<file path="src/rtl/alu_pkg.sv">
// Shared ALU definitions: ALUControl codes, RV32I major opcodes and issue FSM states.
// Used by the ALU, its issue controller and their benches.
package alu_pkg;

    typedef enum logic [3:0] {
        ALU_AND  = 4'd0,
        ALU_OR   = 4'd1,
        ALU_XOR  = 4'd2,
        ALU_ADD  = 4'd3,
        ALU_SUB  = 4'd4,
        ALU_SLL  = 4'd5,
        ALU_SRL  = 4'd6,
        ALU_SRA  = 4'd7,
        ALU_SLT  = 4'd8,
        ALU_SLTU = 4'd10,
        ALU_SGE  = 4'd11,
        ALU_SGEU = 4'd12,
        ALU_SEQ  = 4'd13,
        ALU_SNE  = 4'd14,
        ALU_NONE = 4'd15
    } alu_ctrl_e;

    localparam logic [6:0] OPC_OP     = 7'b0110011;
    localparam logic [6:0] OPC_OPIMM  = 7'b0010011;
    localparam logic [6:0] OPC_BRANCH = 7'b1100011;
    localparam logic [6:0] OPC_LOAD   = 7'b0000011;
    localparam logic [6:0] OPC_STORE  = 7'b0100011;
    localparam logic [6:0] OPC_JALR   = 7'b1100111;

    typedef enum logic [1:0] {
        ST_IDLE = 2'd0,
        ST_EXEC = 2'd1,
        ST_RESP = 2'd2
    } state_e;

endpackage

</file>
<file path="src/rtl/alu_op_decoder.sv">
// Combinational decode of {opcode, funct3, funct7[5]} into an ALUControl code.
// Unsupported combinations flag illegal and return ALU_NONE.
module alu_op_decoder
    import alu_pkg::*;
(
    input  logic [6:0] opcode,
    input  logic [2:0] funct3,
    input  logic       funct7b5,
    output logic [3:0] alu_ctrl,
    output logic       illegal
);

    alu_ctrl_e code;

    // NOTE: defaults come first so every path assigns every output and no latch is inferred.
    always_comb begin
        code    = ALU_NONE;
        illegal = 1'b0;
        case (opcode)
            OPC_OP, OPC_OPIMM: begin
                case (funct3)
                    3'b000:  code = (opcode == OPC_OP && funct7b5) ? ALU_SUB : ALU_ADD;
                    3'b001:  code = ALU_SLL;
                    3'b010:  code = ALU_SLT;
                    3'b011:  code = ALU_SLTU;
                    3'b100:  code = ALU_XOR;
                    3'b101:  code = funct7b5 ? ALU_SRA : ALU_SRL;
                    3'b110:  code = ALU_OR;
                    default: code = ALU_AND;
                endcase
            end
            OPC_BRANCH: begin
                case (funct3)
                    3'b000:  code = ALU_SEQ;
                    3'b001:  code = ALU_SNE;
                    3'b100:  code = ALU_SLT;
                    3'b101:  code = ALU_SGE;
                    3'b110:  code = ALU_SLTU;
                    3'b111:  code = ALU_SGEU;
                    default: illegal = 1'b1;
                endcase
            end
            OPC_LOAD, OPC_STORE, OPC_JALR: code = ALU_ADD;
            default: illegal = 1'b1;
        endcase
    end

    assign alu_ctrl = code;

endmodule

</file>
<file path="src/rtl/alu_issue_ctrl.sv">
// Issues one decoded RV32I operation at a time to the combinational ALU and returns
// the captured result over a valid/ready response channel.
module alu_issue_ctrl
    import alu_pkg::*;
#(
    parameter int DWIDTH = 32,
    parameter int CNT_W  = 16
) (
    input  logic              clk,
    input  logic              rst,
    input  logic              req_valid,
    output logic              req_ready,
    input  logic [6:0]        req_opcode,
    input  logic [2:0]        req_funct3,
    input  logic              req_funct7b5,
    input  logic [DWIDTH-1:0] req_a,
    input  logic [DWIDTH-1:0] req_b,
    output logic [DWIDTH-1:0] SrcA,
    output logic [DWIDTH-1:0] SrcB,
    output logic [3:0]        ALUControl,
    input  logic [DWIDTH-1:0] ALUResult,
    input  logic              Z,
    output logic              rsp_valid,
    input  logic              rsp_ready,
    output logic [DWIDTH-1:0] rsp_result,
    output logic              rsp_zero,
    output logic              rsp_err,
    output logic [CNT_W-1:0]  op_count
);

    state_e     state, state_nxt;
    logic [3:0] code_q;
    logic [3:0] dec_code;
    logic       dec_ill;
    logic       accept;
    logic       handoff;

    alu_op_decoder u_dec (
        .opcode   (req_opcode),
        .funct3   (req_funct3),
        .funct7b5 (req_funct7b5),
        .alu_ctrl (dec_code),
        .illegal  (dec_ill)
    );

    // Status outputs decode straight from state so an async reset clears them at once.
    assign req_ready  = (state == ST_IDLE) & ~rst;
    assign rsp_valid  = (state == ST_RESP);
    assign ALUControl = (state == ST_EXEC) ? code_q : ALU_NONE;
    assign accept     = req_valid & req_ready;
    assign handoff    = rsp_valid & rsp_ready;

    // NOTE: sequential state is written with non-blocking assignments only.
    always_ff @(posedge clk or posedge rst) begin
        if (rst) state <= ST_IDLE;
        else     state <= state_nxt;
    end

    always_comb begin
        state_nxt = state;
        case (state)
            ST_IDLE: if (accept) state_nxt = dec_ill ? ST_RESP : ST_EXEC;
            ST_EXEC: state_nxt = ST_RESP;
            ST_RESP: if (rsp_ready) state_nxt = ST_IDLE;
            default: state_nxt = ST_IDLE;
        endcase
    end

    always_ff @(posedge clk or posedge rst) begin
        if (rst) begin
            SrcA       <= '0;
            SrcB       <= '0;
            code_q     <= ALU_NONE;
            rsp_result <= '0;
            rsp_zero   <= 1'b0;
            rsp_err    <= 1'b0;
            op_count   <= '0;
        end else begin
            if (accept) begin
                SrcA    <= req_a;
                SrcB    <= req_b;
                code_q  <= dec_code;
                rsp_err <= dec_ill;
                // Illegal ops skip EXEC, so their zeroed response is loaded here.
                if (dec_ill) begin
                    rsp_result <= '0;
                    rsp_zero   <= 1'b0;
                end
            end
            if (state == ST_EXEC) begin
                rsp_result <= ALUResult;
                rsp_zero   <= Z;
            end
            if (handoff) op_count <= op_count + 1'b1;
        end
    end

endmodule

</file>
<file path="config.mk">
export PLATFORM = sky130hd
export DESIGN_NAME = alu_issue_ctrl
export DESIGN_NICKNAME = d
export VERILOG_FILES = /design/src/rtl/alu_pkg.sv /design/src/rtl/alu_op_decoder.sv /design/src/rtl/alu_issue_ctrl.sv
export SDC_FILE = /design/constraint.sdc
export NUM_CORES = 1
export LEC_CHECK = 0
export ABC_AREA = 1
export CAP_MARGIN = 40
export CORE_ASPECT_RATIO = 1.1
export CORE_MARGIN = 5
export CORE_UTILIZATION = 42
export DETAILED_ROUTE_END_ITERATION = 10
export GPL_TIMING_DRIVEN = 0
export PLACE_DENSITY = 0.78
export SYNTH_ARGS = -nofsm -noshare
export SYNTH_HDL_FRONTEND = slang
export SYNTH_HIERARCHICAL = 1
export SYNTH_SLANG_ARGS = --single-unit
</file>
<file path="constraint.sdc">
create_clock -name clk -period 5.3 [get_ports clk]
set_input_delay 1.325 -clock clk [delete_from_list [all_inputs] [get_ports clk]]
set_output_delay 1.325 -clock clk [all_outputs]
set_load 0.01 [all_outputs]
</file>
==> results_dict.tcl, run 1 <==
set metrics [dict create \
    syn-instance-count 607 \
    fin_setup_tns_ns 0 \
    worst_setup_path_class "in2out" \
    pwr-share-clk 0.381 \
    placed_cells 992 \
    grt_overflow 0 \
    grt_usage 0.208 \
    post-synth-top-area-fraction 0.565 \
    finalSetupViolCount 0 \
    yosys_most_used_dff "sky130_fd_sc_hd__dfrtp_1" \
    mapped_area_um2 5130 \
    die_h_um 126 \
    synth-seq-cells 120 \
    crit_path_end_kind "primary output" \
    cellLeakagePower_nw 4.04 \
    fin_crit_sh 0.735 \
    final_layout_size_suffix_gt1_frac 0.0909 \
    finalPower_mw 2.92 \
    pin_count_of_the_biggest_net_entering_global_routing 69 \
    chipWidth_um 115 \
    peakVddDrop_v 0.000213 \
    fp.dieArea_um2 14500 \
    worst-slew-pin-transition_ns 0.622 \
    fmax_mhz 257 \
    synth.yosys.seq_area_share 0.586 \
    worst_rel_slew_slack 0.586 \
    ctsHoldBuffers 0 \
    post_cts.resized_instances 0 \
    clk-insertion-delay-late_ns 0.40 \
    htree_num_levels 4 \
    vias_per_cell 4.66 \
    synth_cell_type_count 33 \
    worst_setup_hold_path_clk_slew_ns 0.05 \
    dp_hpwl_mm 11.5 \
    num_io_pins 232 \
    p_per_area_nw_per_um2 354 \
    cts_made_buffers 17 \
    net-switching-power_mw 0.783 \
    placeableCoreArea_um2 12000 \
    root_buffer "sky130_fd_sc_hd__clkbuf_16" \
    final_antenna_net_count 0 \
    crit_fanout 2 \
    synth_area_per_cell_um2 8.46 \
    place_worst_setup_slack_ns 1.41 \
    whs_ns 0.466 \
    maxCapViolations 0 \
    timing.final.crit_period_ns 3.90 \
    synth-edff-count 0 \
    cts_tree "yes" \
    drt_drc_violations_left 0 \
    routed_wirelength_mm 15.2 \
    nNetsFinal 970 \
    grt_first_pass_wirelength_mm 23.9 \
    critical_path_launch_point_type "input pin" \
    synth.yosys.warnings 6 \
    p_comb_frac 0.225 \
    place_congestion 0.860 \
    yosysTopAreaCell "sky130_fd_sc_hd__dfrtp_1" \
    cts_max_path_buffers 2 \
    holdCritPathClass "reg2reg" \
    drt_first_iter_violations 289 \
    post_dp_cell_area_um2 7660 \
    worst-endpoint-arrival_ns 2.57 \
    post-cts-setup-buffer-count 0 \
    netSwitchingFraction 0.268 \
    first_global_vias 4820 \
    cts_sinks 120 \
    power.internal_mw 2.14 \
    timing.critical_path.required_ns 3.97 \
    grt_antenna_before_repair 1 \
    area_overhead_vs_synth_pct 60.6 \
    floorplan.initialDensity 0.427 \
    layoutNonFillerInstCount 1023 \
    syn_nets 720 \
    n_antenna_cell 0 \
    buffer_ports.inserted 230 \
    unrepaired_setup_endpoints_after_global_routing "false" \
    skew_ns 0.00678 \
    dr_total_vias 4768 \
    first_pass_iters 4 \
    sequential_group_share_of_total_power 0.393 \
    avgRoutedWirePerCell_um 14.8 \
    outcome "finished, final reports clean" \
    synth-async-reset-ratio 1.00 \
    finalCoreUtilization 0.685 \
    post-route-worst-setup-slack_ns 1.40 \
    std_cell_rows 42 \
    hold_violation_total_from_the_final_report 0 \
    report.final.slew_viol_count 0 \
    synth.area.top_cells "sky130_fd_sc_hd__dfrtp_1 57%, sky130_fd_sc_hd__nand2_1 26%, sky130_fd_sc_hd__dfstp_2 2.0%, sky130_fd_sc_hd__nand3_1 1.7%, sky130_fd_sc_hd__inv_1 1.5%" \
    postLayoutCellArea_um2 8240 \
]
-- path summary, 6_finish.rpt --
path	startpoint	slack, ns	end	cells after the start
worst min-delay path	code_q[0]	0.47	code_q[0]	2
max in group asynchronous	rst	3.17	SrcB[0]	3
min in group asynchronous	rst	1.44	op_count[15]	2
worst max-delay path	rst	1.40	req_ready	3
worst min register to register	code_q[0]	0.47	code_q[0]	2
worst max register to register	state[0]	3.68	SrcB[18]	7
-- synth_stat cells (4+ instances only) --
cell and n:
sky130_fd_sc_hd__nand2_1 351, sky130_fd_sc_hd__nor2_2 5, sky130_fd_sc_hd__nor2_1 18, sky130_fd_sc_hd__buf_2 8, sky130_fd_sc_hd__dfstp_2 4, sky130_fd_sc_hd__clkbuf_1 6
sky130_fd_sc_hd__buf_4 7, sky130_fd_sc_hd__nand3_1 17, sky130_fd_sc_hd__a21oi_1 4, sky130_fd_sc_hd__nor3_1 6, sky130_fd_sc_hd__dfrtp_1 116, sky130_fd_sc_hd__xor2_1 6
sky130_fd_sc_hd__or2_2 4, sky130_fd_sc_hd__xnor2_1 6, sky130_fd_sc_hd__inv_1 21, sky130_fd_sc_hd__inv_2 5
-- layer usage --
layer	vias to the layer above	part of all wire	GRT usage
li1	2358	-	-
met1	2187	0.38	0.241
met2	191	0.51	0.358
met3	30	0.077	0.0552
met4	2	0.026	0.0919
met5	-	0.00086	0
-- placed cells by master (no fill, tap or decap), types with 2 or more instances in the layout --
master and count:
sky130_fd_sc_hd__a21oi_1 4, sky130_fd_sc_hd__buf_2 8, sky130_fd_sc_hd__buf_4 7, sky130_fd_sc_hd__bufinv_16 2
sky130_fd_sc_hd__clkbuf_1 7, sky130_fd_sc_hd__clkbuf_16 17, sky130_fd_sc_hd__clkbuf_8 2, sky130_fd_sc_hd__clkdlybuf4s50_1 230
sky130_fd_sc_hd__clkinvlp_4 8, sky130_fd_sc_hd__dfrtp_1 116, sky130_fd_sc_hd__dfstp_2 4, sky130_fd_sc_hd__inv_1 20
sky130_fd_sc_hd__inv_2 5, sky130_fd_sc_hd__nand2_1 351, sky130_fd_sc_hd__nand2_4 2, sky130_fd_sc_hd__nand3_1 17
sky130_fd_sc_hd__nand3_2 2, sky130_fd_sc_hd__nand3b_1 2, sky130_fd_sc_hd__nand4_1 2, sky130_fd_sc_hd__nor2_1 18
sky130_fd_sc_hd__nor2_2 5, sky130_fd_sc_hd__nor2_4 2, sky130_fd_sc_hd__nor3_1 6, sky130_fd_sc_hd__o21ai_0 2
sky130_fd_sc_hd__or2_2 4, sky130_fd_sc_hd__xnor2_1 6, sky130_fd_sc_hd__xor2_1 6
-- layout make-up --
type / instances / area (um^2)
Multi-Input combinational cell: 440 / 1910
Fill cell: 924 / 3790
Tap cell: 154 / 193
Buffer: 21 / 115
Clock buffer: 20 / 457
Inverter: 26 / 103
Timing Repair Buffer: 231 / 2330
Sequential cell: 120 / 3010
Clock inverter: 11 / 125
-- critical path, stage by stage --
cell and delay (ns):
sky130_fd_sc_hd__clkdlybuf4s50_1 0.49, sky130_fd_sc_hd__nor3_1 0.17, sky130_fd_sc_hd__clkdlybuf4s50_1 0.58
-- cell families after synthesis --
kind of cell / after synthesis / synth area share
flip-flops: 120 / 0.586
AND/OR/NAND/NOR: 416 / 0.334
XOR/XNOR: 12 / 0.0205
buffers and inverters: 47 / 0.0414
adder cells (fa/ha/maj): 1 / 0.00244
AO/OA/AOI/OAI: 10 / 0.0136
multiplexers: 1 / 0.00219
-- registers in the layout, summed over array words and instances (netlist names) --
register and count:
rsp_err 1, rsp_result 32, op_count 16, SrcA 32, rsp_zero 1, code_q 4
state 2, SrcB 32
-- power by group through the flow --
| stage | combinational (mW) | clock, mW | sequential [mW] |
|---|---|---|---|
| 2_1_floorplan | 0.188 | 0 | 1.21 |
| 3_3_place_gp | 0.648 | 0 | 1.15 |
| 3_5_place_dp | 0.665 | 0 | 1.16 |
| 4_1_cts | 0.670 | 1.13 | 1.15 |
| 5_1_grt | 0.712 | 1.18 | 1.17 |
| 6_report | 0.658 | 1.11 | 1.15 |
Note: power is estimated with default switching activity, not from simulation.
==> run 2, diff against run 1 <==
==> constraint.sdc (replaced) <==
create_clock -name clk -period 3.7 [get_ports clk]
set_input_delay 0.925 -clock clk [delete_from_list [all_inputs] [get_ports clk]]
set_output_delay 0.925 -clock clk [all_outputs]
set_load 0.01 [all_outputs]
==> run 2 against run 1 <==
Worst hold slack improved by 0.0019 ns. Cell count up 0.29%. Sequential power up 43%. Critical path depth grew 7. Design area grew 0.55%. Clock skew rose by 0.0036 ns. Combinational power rose by 44%. Clock power increased by 47%. Routed wire length is 0.27% higher. Clock-buffer cell count increased by 1. Critical path type is now in2reg. Critical endpoint is now rsp_result[28]. Largest cell class unchanged.
==> results_dict.tcl, run 2 (synthesis gave the netlist of run 1 again) <==
set metrics [dict create \
    peakVddDrop_v 0.000264 \
    first_pass_iters 4 \
    routed_wirelength_mm 15.2 \
    nNetsFinal 972 \
    dr_total_vias 4836 \
    cellLeakagePower_nw 4.08 \
    crit_path_end_kind "flop" \
    report.final.slew_viol_count 0 \
    post-route-worst-setup-slack_ns 0.444 \
    vias_per_cell 4.71 \
    cts_sinks 120 \
    critical_path_launch_point_type "input pin" \
    timing.critical_path.required_ns 4.04 \
    skew_ns 0.0104 \
    fmax_mhz 307 \
    drt_first_iter_violations 274 \
    clk-insertion-delay-late_ns 0.41 \
    worst-slew-pin-transition_ns 0.652 \
    cts_max_path_buffers 2 \
    num_io_pins 232 \
    finalSetupViolCount 0 \
    placeableCoreArea_um2 12000 \
    cts_made_buffers 17 \
    place_worst_setup_slack_ns -0.0949 \
    timing.final.crit_period_ns 3.26 \
    cts_tree "yes" \
    crit_fanout 36 \
    grt_overflow 0 \
    fp.dieArea_um2 14500 \
    layout.cells.most_common_list "351 x sky130_fd_sc_hd__nand2_1, 230 x sky130_fd_sc_hd__clkdlybuf4s50_1, 116 x sky130_fd_sc_hd__dfrtp_1, 20 x sky130_fd_sc_hd__inv_1, 18 x sky130_fd_sc_hd__nor2_1" \
    crit_path_top_delay_cell "sky130_fd_sc_hd__clkinvlp_4" \
    leading_cell_type_in_the_layout_fill_and_taps_excluded "sky130_fd_sc_hd__nand2_1" \
    first_global_vias 5014 \
    pin_count_of_the_biggest_net_entering_global_routing 37 \
    grt_antenna_before_repair 0 \
    area_overhead_vs_synth_pct 61.4 \
    worst-endpoint-arrival_ns 3.60 \
    floorplan.initialDensity 0.427 \
    finalCoreUtilization 0.689 \
    holdCritPathClass "reg2reg" \
    final_layout_size_suffix_gt1_frac 0.0940 \
    grt_usage 0.214 \
    place_congestion 0.845 \
    p_per_area_nw_per_um2 509 \
    hold_violation_total_from_the_final_report 0 \
    dp_hpwl_mm 11.5 \
    std_cell_rows 42 \
    fin_crit_sh 0.880 \
    htree_num_levels 4 \
    worst_rel_slew_slack 0.564 \
    largestRegisters "SrcA: 32 flops, SrcB: 32 flops, rsp_result: 32 flops" \
    root_buffer "sky130_fd_sc_hd__clkbuf_16" \
    chipWidth_um 115 \
    ctsHoldBuffers 0 \
    drt_drc_violations_left 0 \
    outcome "finished, final reports clean" \
    worst_setup_hold_path_clk_slew_ns 0.06 \
    post-cts-setup-buffer-count 0 \
    unrepaired_setup_endpoints_after_global_routing "false" \
    maxCapViolations 0 \
    buffer_ports.inserted 230 \
    final_antenna_net_count 0 \
    avgRoutedWirePerCell_um 14.8 \
    post_cts.resized_instances 0 \
    worstPathCellList "clkdlybuf4s50_1 > clkinvlp_4 > buf_12 > buf_12 > nand3_2 > inv_2 > a21oi_4 > buf_4 > nand2_1 > nand2_1" \
    die_h_um 126 \
    grt_first_pass_wirelength_mm 24.5 \
    n_antenna_cell 0 \
    critPathMaxStageDelay_ns 0.55 \
    worst_setup_path_class "in2reg" \
]
## run 2: worst paths after layout
kind	from	end	slack, ns	cells past startpoint
max in group asynchronous	rst	SrcA[23]	1.91	4
worst max register to register	state[0]	SrcB[14]	2.05	7
worst min register to register	rsp_result[29]	rsp_result[29]	0.47	2
worst max-delay path	rst	rsp_result[28]	0.44	10
min in group asynchronous	rst	rsp_result[8]	0.99	2
worst min-delay path	rsp_result[29]	rsp_result[29]	0.47	2
## run 2: per-stage QoR
stage	hold slack (ns)	area [um^2]	std cells	TNS (ns)	total power, mW
2_1_floorplan	0.444	5140	607	-1.50	2.00
3_3_place_gp	0.454	7640	991	-184.48	2.58
3_5_place_dp	0.458	7700	994	-2.33	2.62
4_1_cts	0.472	8290	1026	0	4.27
5_1_grt	0.490	8290	1026	0	4.42
6_report	0.468	8290	1026	0	4.22
## run 2: routing by layer
metal | part of all wire | up-vias | track usage
li1 | - | 2366 | -
met1 | 0.38 | 2238 | 0.245
met2 | 0.52 | 195 | 0.369
met3 | 0.067 | 37 | 0.0499
met4 | 0.032 | 0 | 0.112
met5 | 0 | - | 0
## run 2: worst max-delay path, delay by kind of cell
family	cells	cell delay, ns
AOI/OAI and AO/OA	1	0.27
buffers and inverters	6	2.05
and+or+nand+nor	3	0.33
## run 2: where the power goes
part / switching [mW] / internal, mW
Clock: 0.590 / 1.04
Sequential: 0.124 / 1.51
Combinational: 0.418 / 0.532
## run 2: final cells by class
| class | count | area, um^2 |
|---|---|---|
| Multi-Input combinational cell | 440 | 1910 |
| Fill cell | 963 | 3740 |
| Sequential cell | 120 | 3010 |
| Tap cell | 154 | 193 |
| Clock buffer | 21 | 470 |
| Clock inverter | 11 | 121 |
| Buffer | 21 | 119 |
| Timing Repair Buffer | 233 | 2360 |
| Inverter | 26 | 101 |
==> run 3, diff against run 2 <==
--- a/config.mk
+++ b/config.mk
@@ -8,7 +8,6 @@
 export ABC_AREA = 1
 export CAP_MARGIN = 40
 export CORE_ASPECT_RATIO = 1.1
-export CORE_MARGIN = 5
 export CORE_UTILIZATION = 42
 export DETAILED_ROUTE_END_ITERATION = 10
 export GPL_TIMING_DRIVEN = 0
==> run 3 against run 2 <==
Sequential share of layout area is 0.34 points lower. Global-route usage increased by 3.0 points. Via count rose by 0.14%. Non-clock buffer count is 1 higher. Total power increased by 3.5%. Clock power increased by 9%. Worst hold slack worse by 0.0014 ns. Combinational power about the same. Routed wire length fell by 4.1%. Cell count is essentially flat. Critical path type is now reg2out. Critical endpoint is now ALUControl[3]. Largest cell class unchanged. Highest routed layer unchanged.
==> results_dict.tcl, run 3 (synthesis gave the netlist of run 1 again) <==
set metrics [dict create \
    dp_hpwl_mm 10.9 \
    cts_max_path_buffers 2 \
    hold_violation_total_from_the_final_report 0 \
    area_overhead_vs_synth_pct 63.0 \
    timing.critical_path.required_ns 2.77 \
    fin_setup_tns_ns 0 \
    cell_depth_of_the_worst_min_delay_path 2 \
    drt_first_iter_violations 265 \
    fin_crit_sh 0.863 \
    largestRegisters "SrcA: 32 flops, SrcB: 32 flops, rsp_result: 32 flops" \
    crit_path_top_delay_cell "sky130_fd_sc_hd__clkdlybuf4s50_1" \
    maxCapViolations 0 \
    worst_rel_slew_slack 0.668 \
    nNetsFinal 973 \
    chipWidth_um 107 \
    peakVddDrop_v 0.000328 \
    first_global_vias 4905 \
    clk-insertion-delay-late_ns 0.41 \
    whs_ns 0.467 \
    grt_antenna_before_repair 0 \
    worst_setup_path_class "reg2out" \
    worstPathCellList "inv_1 > nor2_2 > inv_1 > or2_2 > clkdlybuf4s50_1" \
    cts_made_buffers 17 \
    crit_path_end_kind "primary output" \
    std_cell_rows 42 \
    grt_overflow 0 \
    worst_setup_hold_path_clk_slew_ns 0.05 \
    cpMostUsedCell "sky130_fd_sc_hd__inv_1" \
    dr_total_vias 4843 \
    n_antenna_cell 0 \
    worst-slew-pin-transition_ns 0.498 \
    root_buffer "sky130_fd_sc_hd__clkbuf_16" \
    layout.cells.most_common_list "351 x sky130_fd_sc_hd__nand2_1, 230 x sky130_fd_sc_hd__clkdlybuf4s50_1, 116 x sky130_fd_sc_hd__dfrtp_1, 20 x sky130_fd_sc_hd__inv_1, 18 x sky130_fd_sc_hd__nor2_1" \
    critical_path.n_buffers_inverters 3 \
    critical_path_launch_point_type "flop" \
    leading_cell_type_in_the_layout_fill_and_taps_excluded "sky130_fd_sc_hd__nand2_1" \
    vias_per_cell 4.72 \
    outcome "finished, final reports clean" \
    r2r_start "state[1]" \
    hold_path.startpoint "code_q[3]" \
    fill_cells 900 \
    unrepaired_setup_endpoints_after_global_routing "false" \
    cts_sinks 120 \
    p_per_area_nw_per_um2 522 \
    first_pass_iters 4 \
    finalSetupViolCount 0 \
    critPathMaxStageDelay_ns 0.55 \
    crit_fanout 8 \
    post_dp_cell_area_um2 7720 \
    routed_wirelength_mm 14.6 \
    r2r-end "SrcB[9]" \
    post_cts.resized_instances 0 \
    place_congestion 0.874 \
    floorplan.initialDensity 0.429 \
    report.final.slew_viol_count 0 \
    drt_drc_violations_left 0 \
    cellLeakagePower_nw 4.12 \
    num_io_pins 232 \
    cp_num_cells 5 \
    fp.dieArea_um2 12700 \
    htree_num_levels 4 \
    final_antenna_net_count 0 \
    reg2regPathDepth 7 \
    placeableCoreArea_um2 12000 \
    worst-endpoint-arrival_ns 2.27 \
    die_h_um 118 \
    postLayoutCellArea_um2 8370 \
    final_layout_size_suffix_gt1_frac 0.0928 \
    timing.final.crit_period_ns 3.19 \
    r2r_setup_slack_ns 2.11 \
    avgRoutedWirePerCell_um 14.2 \
    grt_usage 0.244 \
    timing.critical_path.max_delay_family "buffers and inverters" \
    hold-path-endpoint "code_q[3]" \
    holdCritPathClass "reg2reg" \
    cts_tree "yes" \
    skew_ns 0.00446 \
    buffer_ports.inserted 230 \
    pin_count_of_the_biggest_net_entering_global_routing 29 \
    grt_first_pass_wirelength_mm 23.7 \
    ctsHoldBuffers 0 \
    fmax_mhz 313 \
    post-cts-setup-buffer-count 0 \
]
-- run 3: worst max path at each step --
stage / slack [ns] / to / from
finish: 0.51 / ALUControl[3] / state[0]
global route: 0.32 / ALUControl[3] / state[0]
CTS: 0.44 / ALUControl[3] / state[0]
detailed placement: 0.14 / rsp_result[31] / rst
global placement: -1.81 / rsp_result[1] / rst
floorplan: -0.04 / rsp_result[0] / rst
-- run 3: tightest hold or removal path: cells and delay by family (launching register included) --
kind	cells	cell delay (ns)
flip-flops	1	0.36
AND/OR/NAND/NOR	2	0.10
-- run 3: per-stage QoR --
step	utilization	cells	setup WS [ns]	power [mW]
after detailed placement	0.645	995	0.138	2.62
after floorplan	-	607	-0.0372	2.00
after CTS	0.698	1027	0.441	4.41
after global placement	0.637	991	-1.81	2.57
after global routing	0.698	1027	0.316	4.56
final	0.698	1027	0.506	4.37
-- run 3: layout make-up --
cell class	instances	area [um^2]	area share
Inverter	26	101	0.0121
Multi-Input combinational cell	440	1910	0.229
Sequential cell	120	3010	0.359
Tap cell	154	193	0.0230
Timing Repair Buffer	234	2390	0.286
Buffer	21	119	0.0142
Clock buffer	25	505	0.0604
Clock inverter	7	138	0.0164
-- run 3: where the power goes --
group / switching, mW / total (mW) / internal (mW)
sequential: 0.127 / 1.64 / 1.51
clock: 0.558 / 1.77 / 1.21
combinational: 0.418 / 0.953 / 0.535
total: 1.10 / 4.37 / 3.26
-- run 3: layer usage --
| layer | routed length, um | up-vias | track usage |
|---|---|---|---|
| met5 | 0 | - | 0 |
| met4 | 484 | 0 | 0.131 |
| met3 | 864 | 35 | 0.0554 |
| met2 | 7390 | 197 | 0.410 |
| met1 | 5840 | 2253 | 0.287 |
| li1 | - | 2358 | - |
